[src/rtl/peg_l2_rs_pkg.sv]
// Shared definitions for the GMII reconciliation-sublayer transmit path.
// Latency: n/a (types and constants only).
// Backpressure: n/a.
//
// Holds the TX FSM state encoding and the fixed Ethernet framing constants
// used by peg_l2_rs_tx.

package peg_l2_rs_pkg;

  // The encoding is visible on rs_tx_fsm_state, so the values are pinned.
  typedef enum logic [2:0] {
    ST_IDLE  = 3'd0,
    ST_PRE   = 3'd1,
    ST_SFD   = 3'd2,
    ST_DATA  = 3'd3,
    ST_FLUSH = 3'd4,
    ST_IPG   = 3'd5
  } rs_tx_state_e;

  localparam logic [7:0] PREAMBLE_BYTE = 8'h55;
  localparam logic [7:0] SFD_BYTE      = 8'hD5;
  localparam int         PREAMBLE_LEN  = 7;
  localparam int         MIN_IPG       = 12;

endpackage

[src/rtl/peg_l2_rs_tx.sv]
// GMII transmit reconciliation: wraps MAC frame beats in preamble/SFD, enforces IPG.
// Latency: a beat accepted at cycle k is on gmii_txd at k+1; a frame start seen at t gives the first preamble byte at t+1.
// Backpressure: rs_tx_ready is a pure function of state (high in SFD/DATA/FLUSH); an underrun aborts the frame and flushes it.
//
// Ports:
//   clk, rst                   single clock, synchronous active-high reset
//   config_rs_tx_en            allows a new frame to start (only looked at in IDLE)
//   config_rs_tx_ipg           inter-packet gap in byte times, floored at MIN_IPG
//   rs_tx_valid/sop/eop/error  upstream beat qualifiers, rs_tx_data is the byte
//   rs_tx_ready                upstream beat accepted when valid & ready
//   gmii_txd/tx_en/tx_er       registered GMII transmit outputs
//   rs_tx_fsm_state            current FSM state encoding
//   rs_tx_underrun_cnt         saturating count of frames aborted by underrun

module peg_l2_rs_tx
  import peg_l2_rs_pkg::*;
#(
  parameter int PKT_DATA_W = 8,
  parameter int IPG_W      = 8
) (
  input  logic                  clk,
  input  logic                  rst,
  input  logic                  config_rs_tx_en,
  input  logic [IPG_W-1:0]      config_rs_tx_ipg,
  input  logic                  rs_tx_valid,
  input  logic                  rs_tx_sop,
  input  logic                  rs_tx_eop,
  input  logic                  rs_tx_error,
  input  logic [PKT_DATA_W-1:0] rs_tx_data,
  output logic                  rs_tx_ready,
  output logic [7:0]            gmii_txd,
  output logic                  gmii_tx_en,
  output logic                  gmii_tx_er,
  output logic [2:0]            rs_tx_fsm_state,
  output logic [15:0]           rs_tx_underrun_cnt
);

  // The shared down-counter must hold both PREAMBLE_LEN-1 and the largest
  // configurable gap, and at least MIN_IPG-1.
  localparam int CNT_W = (IPG_W > 4) ? IPG_W : 4;
  localparam logic [CNT_W-1:0] CNT_ONE     = CNT_W'(1);
  localparam logic [CNT_W-1:0] CNT_PRE_TOP = CNT_W'(PREAMBLE_LEN - 1);
  localparam logic [CNT_W-1:0] CNT_MIN_IPG = CNT_W'(MIN_IPG);

  rs_tx_state_e     state_q, state_d;
  logic [CNT_W-1:0] cnt_q, cnt_d;
  logic [7:0]       txd_q, txd_d;
  logic             tx_en_q, tx_en_d;
  logic             tx_er_q, tx_er_d;
  logic [15:0]      ucnt_q, ucnt_d;

  logic [CNT_W-1:0] ipg_ext;
  logic [CNT_W-1:0] ipg_top;
  logic             beat_acc;

  // Gap counter start value. The counter is loaded on the cycle the last
  // transmitted symbol is registered and reaches IDLE after exactly
  // max(cfg, MIN_IPG) cycles of tx_en=0 on the wire.
  assign ipg_ext = CNT_W'(config_rs_tx_ipg);
  assign ipg_top = (ipg_ext < CNT_MIN_IPG) ? (CNT_MIN_IPG - CNT_ONE)
                                           : (ipg_ext - CNT_ONE);

  assign rs_tx_ready = (state_q == ST_SFD) || (state_q == ST_DATA) ||
                       (state_q == ST_FLUSH);
  assign beat_acc    = rs_tx_valid && rs_tx_ready;

  always_ff @(posedge clk) begin
    if (rst) begin
      state_q <= ST_IDLE;
      cnt_q   <= '0;
      txd_q   <= 8'h00;
      tx_en_q <= 1'b0;
      tx_er_q <= 1'b0;
      ucnt_q  <= 16'h0000;
    end else begin
      state_q <= state_d;
      cnt_q   <= cnt_d;
      txd_q   <= txd_d;
      tx_en_q <= tx_en_d;
      tx_er_q <= tx_er_d;
      ucnt_q  <= ucnt_d;
    end
  end

  always_comb begin
    // Default: hold FSM/counters, drive an idle wire (tx_en=0 implies txd=0, er=0).
    state_d = state_q;
    cnt_d   = cnt_q;
    txd_d   = 8'h00;
    tx_en_d = 1'b0;
    tx_er_d = 1'b0;
    ucnt_d  = ucnt_q;

    case (state_q)
      ST_IDLE: begin
        // The sop beat is only peeked here; it is consumed in SFD once the
        // preamble has gone out. A valid beat without sop just waits.
        if (config_rs_tx_en && rs_tx_valid && rs_tx_sop) begin
          state_d = ST_PRE;
          cnt_d   = CNT_PRE_TOP;
          txd_d   = PREAMBLE_BYTE;
          tx_en_d = 1'b1;
        end
      end

      ST_PRE: begin
        // The first preamble byte was registered from IDLE, so the last PRE
        // cycle registers the SFD instead of another 0x55.
        tx_en_d = 1'b1;
        if (cnt_q == '0) begin
          txd_d   = SFD_BYTE;
          state_d = ST_SFD;
        end else begin
          txd_d = PREAMBLE_BYTE;
          cnt_d = cnt_q - CNT_ONE;
        end
      end

      ST_SFD, ST_DATA: begin
        if (rs_tx_valid) begin
          txd_d   = rs_tx_data[7:0];
          tx_en_d = 1'b1;
          // A second sop inside a frame is sent on, but flagged as errored.
          tx_er_d = rs_tx_error || (rs_tx_sop && (state_q == ST_DATA));
          if (rs_tx_eop) begin
            state_d = ST_IPG;
            cnt_d   = ipg_top;
          end else begin
            state_d = ST_DATA;
          end
        end else begin
          // Underrun: one error symbol, then the rest of the frame is dropped.
          // The gap countdown starts now so FLUSH time counts toward the IPG.
          txd_d   = 8'h00;
          tx_en_d = 1'b1;
          tx_er_d = 1'b1;
          state_d = ST_FLUSH;
          cnt_d   = ipg_top;
          if (ucnt_q != 16'hFFFF) begin
            ucnt_d = ucnt_q + 16'd1;
          end
        end
      end

      ST_FLUSH: begin
        // Keep the gap countdown running while draining; it parks at zero.
        if (cnt_q != '0) begin
          cnt_d = cnt_q - CNT_ONE;
        end
        if (beat_acc && rs_tx_eop) begin
          state_d = ST_IPG;
        end
      end

      ST_IPG: begin
        if (cnt_q == '0) begin
          state_d = ST_IDLE;
        end else begin
          cnt_d = cnt_q - CNT_ONE;
        end
      end

      default: begin
        state_d = ST_IDLE;
        cnt_d   = '0;
      end
    endcase
  end

  assign gmii_txd           = txd_q;
  assign gmii_tx_en         = tx_en_q;
  assign gmii_tx_er         = tx_er_q;
  assign rs_tx_fsm_state    = state_q;
  assign rs_tx_underrun_cnt = ucnt_q;

endmodule

[config.mk]
export PLATFORM = sky130hd
export DESIGN_NAME = peg_l2_rs_tx
export DESIGN_NICKNAME = d
export VERILOG_FILES = /design/src/rtl/peg_l2_rs_pkg.sv /design/src/rtl/peg_l2_rs_tx.sv
export SDC_FILE = /design/constraint.sdc
export NUM_CORES = 1
export LEC_CHECK = 0
export CORE_AREA = 2 2 74 76
export DETAILED_ROUTE_END_ITERATION = 12
export DIE_AREA = 0 0 76 78
export GPL_TIMING_DRIVEN = 0
export HOLD_SLACK_MARGIN = 0.1
export PLACE_DENSITY_LB_ADDON = 0.2
export SYNTH_ARGS = -nofsm -noshare
export SYNTH_HDL_FRONTEND = slang
export SYNTH_SLANG_ARGS = --single-unit
[constraint.sdc]
create_clock -name clk -period 3.8 [get_ports clk]
set_input_delay 0.76 -clock clk [delete_from_list [all_inputs] [get_ports clk]]
set_output_delay 0.76 -clock clk [all_outputs]
set_load 0.05 [all_outputs]
==> flow_results.org <==
** Placement
- PortBufs :: 50
- Final HPWL from detailed placement :: 3560 µm
- The congestion estimate from routability-driven global placement came to 0.873.
- The placed instances occupy a cell area of 2560 µm².

** Clock network
- After clock tree synthesis, the setup repair step added 0 buffers.
- Maximum clock insertion buffer count :: 2
- Clock tree synthesis inserted a total of 5 buffers.
- TritonCTS built the clock tree.
- Root buf cell :: clkbuf_8
- Clock Latency Late Sink :: 290 ps
- Clock slew at the register clock pins of the worst setup and hold paths :: 70 ps
- For this design, the sink count on the clock tree is 37.
- The H-tree was split into 2 levels.
- Post-CTS repair changed the size of 0 cells.
- Hold buffers post-CTS :: 0

** Synth
- The number of different library cells used by synthesis comes to 50.
- Most used standard cells in the synthesized netlist :: dfxtp_1 (37), nor2_1 (33), nand2_1 (25), a21oi_1 (18), xnor2_1 (12)
- Number of synthesized flops with an enable pin :: 0
- For this run, the register share of the synthesized area comes to 0.375.
- Cell accounting for the most synthesized area :: dfxtp_1
- The cell area that synthesis handed to floorplanning was 1970 µm².
- Synth Register Bits :: 37
- The average instance in the mapped netlist occupies 8.26 µm².
- By area the synthesized netlist is led by dfxtp_1 (38%), nor2_1 (6.3%), xnor2_1 (5.3%), nand2_1 (4.8%), a21oi_1 (4.6%).
- Of the post-synthesis cell area, the dominant cell type holds 0.375.
- In the synthesized netlist the async set-or-reset flop fraction comes to 0.
- Synth Warn # :: 0
- Main synth FF type :: dfxtp_1
- Post-Syn Nets :: 266
- Post-synthesis cell count :: 239
- Top-count cell post-synth :: dfxtp_1

** Setup path
- Required time reported for the critical path endpoint :: 3040 ps
- Register-to-register setup slack :: 1980 ps
- Element type at the critical path end :: output port
- Crit path launch type :: register
- Data arrival at the endpoint of the critical path :: 2010 ps
- Of all nets on the critical path, the largest fanout is 10.
- Worst setup path category :: register to output port

** Layout
- Counting the fill cells in the layout gives 512.
- Fraction of layout instances using a drive strength above 1 :: 0.0808
- Area growth syn-to-layout :: 34.7%
- Number of diodes added for antenna fixing :: 0
- Summing all flip-flop and latch instances after layout gives 741 µm².
- Summing all multi-input logic gate instances after layout gives 1160 µm².
- Final-stage net count :: 323
- After routing the design area is 2660 µm².

** GRT
- The total overflow left after global routing is 0.
- Global router's overall resource usage :: 0.169
- The via count of the first global-routing pass was 1727.
- The initial antenna violation count is 0.
- Pin count of the biggest net entering global routing :: 13
- The first global-routing pass estimated 8130 µm of wire.

** Routing
- The detail route stage leaves a number of antenna-violating nets equal to 0.
- Via density per instance :: 5.02
- Final routed wire length divided by cell count :: 12.8 µm
- The routed design has 4690 µm of wire.
- After detailed routing, the number of remaining DRC violations is 0.
- Detailed router's first-iteration violation count :: 136
- Drt first pass iters :: 5
- The routed layout has 1844 vias.

** Power
- Fraction of power consumed by the clock network :: 0.217
- Logic pwr share :: 0.427
- Power spread over the standard cell area amounts to 501 nW/µm².
- P_leak :: 0.948 nW
- Maximum vdd drop :: 0.179 mV
- The share of total power dissipated in sequential elements is 0.357.
- Switching power total :: 0.516 mW
- The internal portion of the total power is 0.815 mW.
- Of the total power, the share spent switching nets is 0.388.

** Timing
- Final cycle utilization of the critical path :: 0.729
- Setup total negative slack on the finished layout was measured at 0 ps.
- The number of slew-limit violations in the final report is 0.
- Setup repair after global routing missed its margin :: false
- At the pin with the least slew margin, the transition time is 650 ps.
- Total of endpoints with negative setup slack in the final report :: 0
- Number of hold violations in the final report :: 0
- The clock arrives with 9.23 ps of skew.
- Max-slew headroom :: 0.563
- Static timing analysis puts the maximum clock frequency at 361 MHz.
- Period minus WS final :: 2770 ps

** Floorplan
- Vertical extent of the die :: 78 µm
- Core region area :: 5040 µm²
- Pin placement for this block handled 53 I/O pins.
- Initial core utilization :: 0.391
- The floorplan has 26 rows.
- The die covers 5930 µm².
- Horizontal die dimension :: 76 µm

** Job
- The tool flagged a number of max-cap violations equal to 0.

** Outcome
- The flow ran to the end, and the final reports show no timing, DRC or antenna violations.

** Min path
- Class of the tightest hold or removal check :: register to register
flip-flops by register name, summed over array words and instances, names as in the netlist:
| register | cells |
|---|---|
| rs_tx_underrun_cnt | 16 |
| gmii_tx_er | 1 |
| gmii_tx_en | 1 |
| cnt_q | 8 |
| gmii_txd | 8 |
| rs_tx_fsm_state | 3 |
cell families (layout without fill, tap and decap cells):
group | after synthesis | after routing | synth area share
AO/OA/AOI/OAI | 48 | 48 | 0.157
AND/OR/NAND/NOR | 110 | 110 | 0.304
buffers and inverters | 17 | 75 | 0.0349
XOR/XNOR | 21 | 21 | 0.0932
flip-flops | 37 | 37 | 0.375
multiplexers | 2 | 2 | 0.0101
adder cells (fa/ha/maj) | 4 | 4 | 0.0254
metrics by stage:
stage / setup WS, ps / instances / power, mW / utilization / hold slack, ps
after CTS: 1010 / 367 / 1.35 / 0.527 / 488
after global routing: 901 / 367 / 1.43 / 0.527 / 513
after detailed placement: 1340 / 359 / 1.05 / 0.508 / 477
final: 1030 / 367 / 1.33 / 0.527 / 488
after global placement: 1330 / 359 / 1.04 / 0.508 / 458
after floorplan: 969 / 239 / 0.896 / - / 445
power by group through the flow:
| stage | sequential [mW] | clock (mW) | combinational (mW) |
|---|---|---|---|
| 2_1_floorplan | 0.569 | 0 | 0.327 |
| 3_3_place_gp | 0.481 | 0 | 0.562 |
| 3_5_place_dp | 0.483 | 0 | 0.568 |
| 4_1_cts | 0.474 | 0.303 | 0.569 |
| 5_1_grt | 0.482 | 0.318 | 0.628 |
| 6_report | 0.474 | 0.288 | 0.568 |
cell usage in the layout (no fill, tap or decap), types with 2 or more instances in the layout:
| master | n |
|---|---|
| nand4_1 | 3 |
| xnor2_1 | 12 |
| mux2i_1 | 2 |
| a21oi_1 | 18 |
| or2_2 | 2 |
| xor2_1 | 9 |
| a21boi_0 | 2 |
| a211oi_1 | 2 |
| buf_2 | 3 |
| o21ai_0 | 7 |
| nor4b_2 | 2 |
| o22ai_1 | 4 |
| dfxtp_1 | 37 |
| nor2b_1 | 3 |
| a31oi_1 | 3 |
| nand2_1 | 25 |
| nand2b_1 | 5 |
| nor3_1 | 9 |
| nand3_1 | 4 |
| nor4_1 | 4 |
| a32o_1 | 4 |
| clkdlybuf4s50_1 | 50 |
| nor2_1 | 33 |
| inv_1 | 6 |
| and3_1 | 5 |
| ha_1 | 4 |
| clkbuf_8 | 6 |
| clkbuf_1 | 7 |
metal layers:
layer | global-route usage | up-vias | routed length [µm] | share of wire
met5 | 0 | - | 0 | 0
met2 | 0.264 | 55 | 2000 | 0.43
met3 | 0.0477 | 2 | 288 | 0.061
met4 | 0.0600 | 0 | 27 | 0.0058
li1 | - | 954 | - | -
met1 | 0.224 | 833 | 2370 | 0.51
cell type report:
type	instances	share of cell area
flip-flops and latches	37	0.279
clock buffers	6	0.0311
clock inverters	2	0.00518
multi-input cells	185	0.438
repair buffers	50	0.188
plain buffers	11	0.0174
inverters	6	0.00847
well taps	70	0.0330
path summary, 6_finish.rpt:
check	startpoint	endpoint	cells past startpoint
setup reg to reg	cnt_q[0]	cnt_q[7]	7
hold / removal	cnt_q[1]	cnt_q[1]	2
hold reg to reg	cnt_q[1]	cnt_q[1]	2
setup / recovery	rs_tx_fsm_state[1]	rs_tx_ready	3
worst max-delay path, stage by stage (launching register included):
cell	delay (ps)
dfxtp_1	490
clkbuf_1	360
o21ai_0	150
clkdlybuf4s50_1	730
No activity file was read; power rests on OpenSTA's default activity.
